## config.mk

```make
export PLATFORM = sky130hd
export DESIGN_NAME = io_channel_bank_flat
export DESIGN_NICKNAME = d
export VERILOG_FILES = /design/src/rtl/io_channel_bank_pkg.sv /design/src/rtl/io_channel_bank_if.sv /design/src/rtl/io_channel_bank_fifo.sv /design/src/rtl/io_channel_bank.sv /design/src/flat_wrapper.sv
export SDC_FILE = /design/constraint.sdc
export NUM_CORES = 1
export LEC_CHECK = 0
export CORE_ASPECT_RATIO = 1.75
export CORE_MARGIN = 2
export CORE_UTILIZATION = 50
export CTS_CLUSTER_SIZE = 40
export DETAILED_ROUTE_END_ITERATION = 6
export GPL_TIMING_DRIVEN = 0
export HOLD_SLACK_MARGIN = 0.02
export PLACE_DENSITY = 0.73
export SLEW_MARGIN = 20
export SYNTH_ARGS = -nofsm -noshare
export SYNTH_HDL_FRONTEND = slang
export SYNTH_SLANG_ARGS = --single-unit
```

## constraint.sdc

```tcl
create_clock -name clock -period 5.2 [get_ports clock]
set_input_delay 1.3 -clock clock [delete_from_list [all_inputs] [get_ports clock]]
set_output_delay 1.3 -clock clock [all_outputs]
set_load 0.01 [all_outputs]
```

## src/rtl/io_channel_bank_pkg.sv

```systemverilog
`default_nettype none
// ----------------------------------------------------------------------------
// io_pkg : shared types and constants for io_channel_bank.        Rev 1.0
// ----------------------------------------------------------------------------
package io_pkg;

   typedef logic [14:0] io_word_t;

   localparam logic [2:0] CH_TX     = 3'd4;
   localparam logic [2:0] CH_RX     = 3'd5;
   localparam logic [2:0] CH_STATUS = 3'd6;
   localparam logic [2:0] CH_DISC   = 3'd7;

   localparam int ST_CNT_LSB = 0;
   localparam int ST_CNT_MSB = 3;
   localparam int ST_EMPTY   = 4;
   localparam int ST_FULL    = 5;
   localparam int ST_RX_FULL = 6;
   localparam int ST_OVF     = 7;

   function automatic io_word_t pack_status(input logic ovf, input logic rx_full,
                                            input logic full, input logic empty,
                                            input logic [3:0] cnt);
      io_word_t s;
      s = '0;
      s[ST_OVF]                = ovf;
      s[ST_RX_FULL]            = rx_full;
      s[ST_FULL]               = full;
      s[ST_EMPTY]              = empty;
      s[ST_CNT_MSB:ST_CNT_LSB] = cnt;
      return s;
   endfunction

endpackage
`default_nettype wire

```

## src/rtl/io_channel_bank_if.sv

```systemverilog
`default_nettype none
// ----------------------------------------------------------------------------
// io_channel_bank_if : core bus plus TX/RX device handshakes.     Rev 1.0
// ----------------------------------------------------------------------------
interface io_channel_bank_if;
   import io_pkg::*;

   logic [2:0] IO_read_sel;
   logic       IO_read_en;
   logic [2:0] IO_write_sel;
   io_word_t   IO_write_data;
   logic       IO_write_en;
   io_word_t   IO_read_data;
   io_word_t   out_data;
   logic       out_valid;
   logic       out_ready;
   io_word_t   in_data;
   logic       in_valid;
   logic       in_ready;

   modport master (
      output IO_read_sel, IO_read_en, IO_write_sel, IO_write_data, IO_write_en,
      output out_ready, in_data, in_valid,
      input  IO_read_data, out_data, out_valid, in_ready
   );

   modport slave (
      input  IO_read_sel, IO_read_en, IO_write_sel, IO_write_data, IO_write_en,
      input  out_ready, in_data, in_valid,
      output IO_read_data, out_data, out_valid, in_ready
   );

endinterface
`default_nettype wire

```

## src/rtl/io_channel_bank_fifo.sv

```systemverilog
`default_nettype none
// ----------------------------------------------------------------------------
// io_fifo : TX FIFO, power-of-2 DEPTH, head zeroed while empty.   Rev 1.0
// ----------------------------------------------------------------------------
module io_fifo
   import io_pkg::*;
#(
   parameter int DEPTH = 4
) (
   input  logic                         clock,
   input  logic                         reset,
   input  logic                         push,
   input  logic                         pop,
   input  io_word_t                     push_data,
   output logic                         full,
   output logic                         empty,
   output logic [$clog2(DEPTH+1)-1:0]   count,
   output io_word_t                     head
);
   localparam int AW = $clog2(DEPTH);
   localparam int CW = $clog2(DEPTH + 1);
   localparam logic [CW-1:0] c_FULL = CW'(DEPTH);

   io_word_t        r_mem [DEPTH];
   logic [AW-1:0]   r_wr_ptr;
   logic [AW-1:0]   r_rd_ptr;
   logic [CW-1:0]   r_count;
   logic            w_do_push;
   logic            w_do_pop;

   assign full      = (r_count == c_FULL);
   assign empty     = (r_count == '0);
   assign count     = r_count;
   assign head      = empty ? '0 : r_mem[r_rd_ptr];

   // A full FIFO still accepts a push when the head leaves in the same cycle.
   assign w_do_push = push && (!full || pop);
   assign w_do_pop  = pop && !empty;

   always_ff @(posedge clock) begin
      if (w_do_push) begin
         r_mem[r_wr_ptr] <= push_data;
      end
   end

   always_ff @(posedge clock or posedge reset) begin
      if (reset) begin
         r_wr_ptr <= '0;
         r_rd_ptr <= '0;
         r_count  <= '0;
      end else begin
         if (w_do_push) begin
            r_wr_ptr <= r_wr_ptr + 1'b1;
         end
         if (w_do_pop) begin
            r_rd_ptr <= r_rd_ptr + 1'b1;
         end
         case ({w_do_push, w_do_pop})
            2'b10:   r_count <= r_count + 1'b1;
            2'b01:   r_count <= r_count - 1'b1;
            default: r_count <= r_count;
         endcase
      end
   end

endmodule
`default_nettype wire

```

## src/rtl/io_channel_bank.sv

```systemverilog
`default_nettype none
// ----------------------------------------------------------------------------
// io_channel_bank : 8-channel I/O bank (latches, TX FIFO, RX, STATUS, DISC).
// Define IO_DISCRETE_SYNC_EN for a 2-flop discrete synchronizer.   Rev 1.0
// ----------------------------------------------------------------------------
module io_channel_bank
   import io_pkg::*;
#(
   parameter int FIFO_DEPTH = 4
) (
   input  logic              clock,
   input  logic              reset,
   input  io_word_t          discrete_in,
   io_channel_bank_if.slave  bus
);
   localparam int CW = $clog2(FIFO_DEPTH + 1);

   io_word_t        r_lat [4];
   io_word_t        r_rx_data;
   logic            r_rx_full;
   logic            r_ovf;
   io_word_t        r_disc;

   logic            w_wr_latch;
   logic            w_push;
   logic            w_pop;
   logic            w_push_drop;
   logic            w_ovf_clr;
   logic            w_rx_clr;
   logic            w_capture;
   logic            w_fifo_full;
   logic            w_fifo_empty;
   logic [CW-1:0]   w_count;
   logic [CW+3:0]   w_cnt_ext;
   logic [3:0]      w_cnt_field;
   io_word_t        w_head;
   io_word_t        w_status;
   io_word_t        w_read_data;

   assign w_wr_latch  = bus.IO_write_en && !bus.IO_write_sel[2];
   assign w_push      = bus.IO_write_en && (bus.IO_write_sel == CH_TX);
   assign w_pop       = bus.out_ready && !w_fifo_empty;
   assign w_push_drop = w_push && w_fifo_full && !w_pop;
   assign w_ovf_clr   = bus.IO_write_en && (bus.IO_write_sel == CH_STATUS) && bus.IO_write_data[0];
   assign w_rx_clr    = bus.IO_read_en && (bus.IO_read_sel == CH_RX);
   assign w_capture   = bus.in_valid && !r_rx_full;

   assign bus.out_data  = w_head;
   assign bus.out_valid = !w_fifo_empty;
   assign bus.in_ready  = !r_rx_full;

   io_fifo #(
      .DEPTH     (FIFO_DEPTH)
   ) u_tx_fifo (
      .clock     (clock),
      .reset     (reset),
      .push      (w_push),
      .pop       (w_pop),
      .push_data (bus.IO_write_data),
      .full      (w_fifo_full),
      .empty     (w_fifo_empty),
      .count     (w_count),
      .head      (w_head)
   );

   always_ff @(posedge clock or posedge reset) begin
      if (reset) begin
         for (int i = 0; i < 4; i++) begin
            r_lat[i] <= '0;
         end
      end else if (w_wr_latch) begin
         r_lat[bus.IO_write_sel[1:0]] <= bus.IO_write_data;
      end
   end

   // Overflow set beats a same-cycle software clear; RX clear beats capture.
   always_ff @(posedge clock or posedge reset) begin
      if (reset) begin
         r_ovf     <= 1'b0;
         r_rx_full <= 1'b0;
         r_rx_data <= '0;
      end else begin
         if (w_push_drop) begin
            r_ovf <= 1'b1;
         end else if (w_ovf_clr) begin
            r_ovf <= 1'b0;
         end
         if (w_rx_clr) begin
            r_rx_full <= 1'b0;
         end else if (w_capture) begin
            r_rx_full <= 1'b1;
            r_rx_data <= bus.in_data;
         end
      end
   end

`ifdef IO_DISCRETE_SYNC_EN
   io_word_t r_disc_meta;

   always_ff @(posedge clock or posedge reset) begin
      if (reset) begin
         r_disc_meta <= '0;
         r_disc      <= '0;
      end else begin
         r_disc_meta <= discrete_in;
         r_disc      <= r_disc_meta;
      end
   end
`else
   always_ff @(posedge clock or posedge reset) begin
      if (reset) begin
         r_disc <= '0;
      end else begin
         r_disc <= discrete_in;
      end
   end
`endif

   // Count field saturates at 15 for deeper FIFOs.
   assign w_cnt_ext   = {4'b0000, w_count};
   assign w_cnt_field = (|w_cnt_ext[CW+3:4]) ? 4'hF : w_cnt_ext[3:0];
   assign w_status    = pack_status(r_ovf, r_rx_full, w_fifo_full, w_fifo_empty, w_cnt_field);

   always_comb begin
      w_read_data = '0;
      case (bus.IO_read_sel)
         3'd0, 3'd1, 3'd2, 3'd3: w_read_data = r_lat[bus.IO_read_sel[1:0]];
         CH_TX:                  w_read_data = '0;
         CH_RX:                  w_read_data = r_rx_full ? r_rx_data : '0;
         CH_STATUS:              w_read_data = w_status;
         CH_DISC:                w_read_data = r_disc;
         default:                w_read_data = '0;
      endcase
   end

   assign bus.IO_read_data = w_read_data;

endmodule
`default_nettype wire

```

## src/flat_wrapper.sv

```systemverilog
// flat-port wrapper written by rule: the top's interface ports become plain ports
module io_channel_bank_flat import io_pkg::*;
#(
   parameter int FIFO_DEPTH = 4
)
  (clock, reset, discrete_in, bus_IO_read_sel, bus_IO_read_en, bus_IO_write_sel, bus_IO_write_data, bus_IO_write_en, bus_out_ready, bus_in_data, bus_in_valid, bus_IO_read_data, bus_out_data, bus_out_valid, bus_in_ready);
  io_channel_bank_if bus_i ();
  input  logic clock;
  input  logic reset;
  input  io_word_t discrete_in;
  input wire logic [$bits(bus_i.IO_read_sel)-1:0] bus_IO_read_sel;
  input wire logic [$bits(bus_i.IO_read_en)-1:0] bus_IO_read_en;
  input wire logic [$bits(bus_i.IO_write_sel)-1:0] bus_IO_write_sel;
  input wire logic [$bits(bus_i.IO_write_data)-1:0] bus_IO_write_data;
  input wire logic [$bits(bus_i.IO_write_en)-1:0] bus_IO_write_en;
  input wire logic [$bits(bus_i.out_ready)-1:0] bus_out_ready;
  input wire logic [$bits(bus_i.in_data)-1:0] bus_in_data;
  input wire logic [$bits(bus_i.in_valid)-1:0] bus_in_valid;
  output wire logic [$bits(bus_i.IO_read_data)-1:0] bus_IO_read_data;
  output wire logic [$bits(bus_i.out_data)-1:0] bus_out_data;
  output wire logic [$bits(bus_i.out_valid)-1:0] bus_out_valid;
  output wire logic [$bits(bus_i.in_ready)-1:0] bus_in_ready;
  assign bus_i.IO_read_sel = bus_IO_read_sel;
  assign bus_i.IO_read_en = bus_IO_read_en;
  assign bus_i.IO_write_sel = bus_IO_write_sel;
  assign bus_i.IO_write_data = bus_IO_write_data;
  assign bus_i.IO_write_en = bus_IO_write_en;
  assign bus_i.out_ready = bus_out_ready;
  assign bus_i.in_data = bus_in_data;
  assign bus_i.in_valid = bus_in_valid;
  assign bus_IO_read_data = bus_i.IO_read_data;
  assign bus_out_data = bus_i.out_data;
  assign bus_out_valid = bus_i.out_valid;
  assign bus_in_ready = bus_i.in_ready;
  io_channel_bank #(.FIFO_DEPTH(FIFO_DEPTH)) u_core (.clock(clock), .reset(reset), .discrete_in(discrete_in), .bus(bus_i));
endmodule
```

==> results.cfg, run 1 <==
[outcome]
status = finished, final reports clean

[layout]
multi_input_area_um2 = 2320
regArea_um2 = 4280
layout-drive-gt1-share_pct = 30.0
area_growth_pct = 25.5
fin_nets = 583
num_antenna_cells = 0
fillers = 991

[timing]
worst-slew-pin-transition_ns = 0.830
maxSlewViolCount = 0
setup_viol = 0
period_needed_ns = 4.96
relSlewSlack_pct = 44.6
finalHoldViolCount = 0
setup-tns-final_ns = 0
clock-skew-final_ns = 0.00616
rsz0062_at_grt = no
period_share_pct = 95.3
fmax_mhz = 202

[synth]
yosysUniqueCellTypes = 39
avgSynthCellArea_um2 = 16.4
synth_top_cell_by_area = dfrtp_1
synth_warnings = 0
synth_seq_cells = 159
syn_area_um2 = 6790
yosys.area.top_type_share_pct = 36.5
synth_cells = 415
synth_nets = 478
synthTopCellsByArea = dfrtp_1 36%, edfxtp_1 27%, mux2_2 13%
yosysSeqAreaShare_pct = 63.0

[grt]
overflow = 0
met1_usage_pct = 21.9
use_met3_pct = 5.00
top_usage_layer = met2
met2_usage_pct = 36.4
grt_max_degree = 61
grt_pass1_wl_um = 21400
grt_usage_pct = 19.7
antenna_found_initial = 0
grt_pass1_vias = 4120

[detailed_routing]
routed_wl_um = 13400
drt_iter0_drc = 190
drc = 0
detail_route.wl_per_cell_um = 18.9
dr_total_vias = 3827
ant_nets = 0
via_per_inst = 5.41
first_pass_iters = 4

[power]
peakVddDrop_uv = 281
leakage_nw = 3.34
p_per_area_nw_per_um2 = 455
p_total_w = 0.00388

[critical_path]
worst-setup-path-type = input pin to output pin
crit_buf_inv = 3
end_kind = output pin
worst_path_max_delay_cell = clkdlybuf4s50_1
max_stage_delay_ns = 0.59
startpoint_type = input pin
crit_family = buffers and inverters
crit_chain = clkdlybuf4s50_1 -> buf_1 -> mux4_2 -> nor2_1 -> a31oi_1 -> clkdlybuf4s50_1
crit_top_cell = clkdlybuf4s50_1
cp.arrival_ns = 3.66
critPathMaxFanout = 10
critical_path_required_ns = 3.90

[clock_tree]
cts_buffer_depth = 2
ctsResizeCount = 0
htree_levels = 4
postCtsSetupRepairBufs = 0
cts_root_buf = clkbuf_16
cts_tree = built
postCtsHoldBufs = 0
insertion_delay_ns = 0.42
cts_buffers = 17
cts.reportedPaths.clkPinSlew_ns = 0.06
clock-sinks = 159

[floorplan]
die_w_um = 92.1
core_area_um2 = 13300
start_util_pct = 51.0
io_pins = 89
row_count = 56
die_area_um2 = 14600
dieHeight_um = 158

[placement]
dp_hpwl_um = 9770
portBuffers = 85
place_congestion = 0.779

[job]
drv_cap = 0

[worst_hold_path]
hold_class = flip-flop to flip-flop
-- logic make-up after synthesis --
logic type | Yosys count | share of synthesized area [%]
AOI/OAI and AO/OA | 34 | 3.08
xor gates and xnor gates | 6 | 0.774
adders and majority gates | 6 | 1.22
buffers and inverters | 43 | 2.75
DFF | 159 | 63.0
muxes | 111 | 23.4
and+or+nand+nor | 56 | 5.79
-- cell type report --
type                    instances  area share, %
repair buffers                 86           10.3
plain buffers                  24           1.37
inverters                      19          0.896
multi-input cells             213           27.3
clock inverters                12           2.16
flip-flops and latches        159           50.2
clock buffers                  20           5.24
well taps                     174           2.55
-- synthesized netlist by cell type, drive strengths merged --
library cell / number
dfrtp: 99
mux2: 80
edfxtp: 60
mux4: 30
and2: 20
inv: 19
buf: 15
a21oi: 14
clkbuf: 9
and3b: 8
nor2: 8
o22ai: 8
ha: 5
nand2: 5
a22oi: 4
nand4b: 3
nor4b: 3
xnor2: 3
xor2: 3
a31oi: 2
a41oi: 2
and3: 2
nand3: 2
a221oi: 1
and4b: 1
fa: 1
mux2i: 1
nor2b: 1
nor3: 1
nor4: 1
nor4bb: 1
o21a: 1
o21ai: 1
o31ai: 1
-- metal layers --
metal  vias up  wire length (um)
li1       1762                 -
met1      1964              5200
met2        86              7480
met3        15               464
met4         0               221
met5         -                 0
-- through the flow --
step | area (um2) | utilization, % | hold slack, ns | cells | setup WS (ns)
3_3_place_gp | 7860 | 59.0 | 0.482 | 674 | 0.0472
6_report | 8520 | 64.0 | 0.499 | 707 | 0.244
5_1_grt | 8520 | 64.0 | 0.515 | 707 | 0.159
3_5_place_dp | 7890 | 59.3 | 0.488 | 675 | 0.0508
2_1_floorplan | 6790 | - | 0.445 | 415 | 1.31
4_1_cts | 8520 | 64.0 | 0.502 | 707 | 0.0535
-- cells in the final DEF (no fill, tap or decap), types with 11 or more instances in the layout --
master / Yosys / final
a21oi_1: 14 / 14
and2_1: 20 / 20
buf_2: 11 / 11
clkbuf_1: 9 / 11
clkbuf_16: 0 / 17
clkdlybuf4s50_1: 0 / 85
dfrtp_1: 99 / 99
edfxtp_1: 60 / 60
inv_1: 18 / 17
mux2_2: 80 / 80
mux4_2: 30 / 30
-- sequential cells by signal, indices dropped and copies added, names as in the netlist --
register / count
u_core.u_tx_fifo.r_wr_ptr: 2
u_core.r_disc: 15
u_core.u_tx_fifo.count: 3
u_core.u_tx_fifo.r_rd_ptr: 2
u_core.r_ovf: 1
u_core.r_rx_data: 15
u_core.u_tx_fifo.r_mem: 60
u_core.r_lat: 60
u_core.r_rx_full: 1
-- power by group --
group,internal [W],switching [W],total [W]
Clock,0.000820,0.000490,0.00131
Combinational,0.000579,0.000399,0.000978
Sequential,0.00149,0.0000977,0.00159
-- path summary, 6_finish.rpt --
check / from / to / slack, ns / cells after the start
max in group asynchronous: reset / u_core.r_lat[19] / 3.33 / 3
hold reg to reg: u_core.r_rx_data[13] / u_core.r_rx_data[13] / 0.50 / 1
hold / removal: u_core.r_rx_data[13] / u_core.r_rx_data[13] / 0.50 / 1
setup reg to reg: u_core.u_tx_fifo.count[0] / u_core.u_tx_fifo.count[2] / 2.69 / 9
min in group asynchronous: reset / u_core.r_disc[10] / 1.26 / 2
setup / recovery: bus_IO_read_sel[1] / bus_IO_read_data[6] / 0.24 / 6
(Power assumes the default switching activity.)
==> run 2: changes to the inputs <==
--- a/config.mk
+++ b/config.mk
@@ -5,6 +5,7 @@
 export SDC_FILE = /design/constraint.sdc
 export NUM_CORES = 1
 export LEC_CHECK = 0
+export CAP_MARGIN = 5
 export CORE_ASPECT_RATIO = 1.75
 export CORE_MARGIN = 2
 export CORE_UTILIZATION = 50
==> constraint.sdc (replaced) <==
create_clock -name clock -period 5.2 [get_ports clock]
set_input_delay 1.04 -clock clock [delete_from_list [all_inputs] [get_ports clock]]
set_output_delay 1.04 -clock clock [all_outputs]
set_load 0.01 [all_outputs]
==> results.cfg, run 2 (synthesis results as in run 1) <==
[outcome]
status = finished, final reports clean

[power]
p_comb_share_pct = 25.2
leakage_nw = 3.33
p_per_area_nw_per_um2 = 455
intPower_w = 0.00289
switchingPower_w = 0.000986
switching_share_pct = 25.4
peakVddDrop_uv = 281
seqPwrFrac_pct = 41.0
clockPowerShare_pct = 33.8

[critical_path]
crit_top_cell = clkdlybuf4s50_1
r2r_end = u_core.u_tx_fifo.count[2]
regToRegSetupSlack_ns = 2.70
crit_start = bus_IO_read_sel[1]
critPathMaxFanout = 10
reg2reg_from = u_core.u_tx_fifo.count[0]
rr_worst_depth = 9
crit_chain = clkdlybuf4s50_1 -> buf_1 -> clkbuf_1 -> a21oi_1 -> o22ai_1 -> clkdlybuf4s50_1
worst-setup-path-type = input pin to output pin
end_kind = output pin
cp.arrival_ns = 3.62
startpoint_type = input pin
worst_path_max_delay_cell = clkdlybuf4s50_1
max_stage_delay_ns = 0.59
critical_path_required_ns = 4.16

[floorplan]
start_util_pct = 51.0
core_area_um2 = 13300
row_count = 56
io_pins = 89
die_area_um2 = 14600
die_w_um = 92.1
dieHeight_um = 158

[grt]
grt_usage_pct = 19.7
antenna_found_initial = 0
grt_pass1_wl_um = 21400
grt_pass1_vias = 4120
overflow = 0
grt_max_degree = 61

[timing]
worst-slew-pin-transition_ns = 0.831
rsz0062_at_grt = no
period_share_pct = 89.7
period_needed_ns = 4.66
setup_viol = 0
finalHoldViolCount = 0
maxSlewViolCount = 0
fmax_mhz = 214
setup-tns-final_ns = 0
clock-skew-final_ns = 0.00592
relSlewSlack_pct = 44.6

[detailed_routing]
detail_route.wl_per_cell_um = 18.9
dr_total_vias = 3834
via_per_inst = 5.42
first_pass_iters = 4
routed_wl_um = 13400
drc = 0
ant_nets = 0
drt_iter0_drc = 207

[clock_tree]
cts_buffer_depth = 2
cts_buffers = 17
htree_levels = 4
cts_tree = built
ctsResizeCount = 0
postCtsSetupRepairBufs = 0
cts.reportedPaths.clkPinSlew_ns = 0.06
insertion_delay_ns = 0.42
clock-sinks = 159
postCtsHoldBufs = 0
cts_root_buf = clkbuf_16

[worst_hold_path]
holdPathEnd = u_core.r_rx_data[13]
min_from = u_core.r_rx_data[13]
hold_class = flip-flop to flip-flop
min_path_cells = 1

[layout]
multi_input_area_um2 = 2320
layout_commonest_cell = dfrtp_1
layout_common_cells = 99 x dfrtp_1, 85 x clkdlybuf4s50_1, 80 x mux2_2
layout-drive-gt1-share_pct = 29.8
top_regs = u_core.r_lat x60, u_core.u_tx_fifo.r_mem x60
fin_nets = 583
fin_cells = 707
regArea_um2 = 4280
fillers = 990
num_antenna_cells = 0
area_growth_pct = 25.5
design_area_um2 = 8520

[placement]
dp.cells = 675
place_congestion = 0.779
dp_hpwl_um = 9770
place_area_um2 = 7890
portBuffers = 85

[job]
drv_cap = 0
## run 2: cell count changes in the layout (fill, tap and decap cells not counted)
cell and change:
clkbuf_2 -1, buf_1 +1
## run 2: critical path: cells and delay by family
| kind | cells | cell delay, ns |
|---|---|---|
| AO/OA/AOI/OAI | 2 | 0.38 |
| buffers and inverters | 4 | 2.20 |
## run 2: power groups by stage
| stage | Sequential [W] | Combinational (W) | Clock [W] |
|---|---|---|---|
| 2_1_floorplan | 0.00158 | 0.000625 | 0 |
| 3_3_place_gp | 0.00160 | 0.000962 | 0 |
| 3_5_place_dp | 0.00161 | 0.000990 | 0 |
| 4_1_cts | 0.00159 | 0.000998 | 0.00133 |
| 5_1_grt | 0.00161 | 0.00107 | 0.00139 |
| 6_report | 0.00159 | 0.000977 | 0.00131 |
## run 2: worst max-delay path by stage
stage	endpoint	slack, ns	depth (start not counted)
2_1_floorplan	u_core.r_disc[0]	1.57	1
3_3_place_gp	u_core.r_lat[17]	0.31	2
3_5_place_dp	bus_IO_read_data[9]	0.57	6
4_1_cts	bus_IO_read_data[9]	0.57	6
5_1_grt	bus_IO_read_data[9]	0.46	6
6_report	bus_IO_read_data[9]	0.54	6
## run 2: final cells by class
cell class                      instances  share of cell area, %
Tap cell                              174                   2.56
Clock buffer                           20                   5.24
Sequential cell                       159                   50.2
Clock inverter                         12                   2.16
Multi-Input combinational cell        213                   27.3
Inverter                               19                  0.896
Buffer                                 24                   1.35
Timing Repair Buffer                   86                   10.3
## run 2: stage by stage
stage	utilization [%]	power (W)	worst slack (ns)	hold slack [ns]
CTS	64.0	0.00391	0.573	0.502
floorplan	-	0.00220	1.57	0.445
global placement	59.0	0.00256	0.307	0.482
global route	64.0	0.00407	0.465	0.515
detailed placement	59.3	0.00260	0.571	0.488
finish	64.0	0.00388	0.537	0.499
## run 2: routing by layer
| layer | routed length, um | vias up | global-route usage [%] |
|---|---|---|---|
| met3 | 469 | 16 | 5.00 |
| met5 | 0 | - | 0 |
| met1 | 5210 | 1968 | 21.9 |
| met2 | 7470 | 89 | 36.4 |
| met4 | 242 | 0 | 6.68 |
| li1 | - | 1761 | - |
==> run 3: changes to the inputs <==
==> constraint.sdc (replaced) <==
create_clock -name clock -period 5.2 [get_ports clock]
set_input_delay 0.52 -clock clock [delete_from_list [all_inputs] [get_ports clock]]
set_output_delay 0.52 -clock clock [all_outputs]
set_load 0.01 [all_outputs]
==> results of run 3 <==
Same layout as run 2 (identical final DEF). Status: finished, final reports clean.
Among the figures that moved: setup slack after placement 0.571 ns -> 1.61 ns; setup slack after layout 0.537 ns -> 1.58 ns; hold slack 0.499 ns -> 0.430 ns; end point of the worst hold path u_core.r_rx_data[13] -> u_core.r_ovf
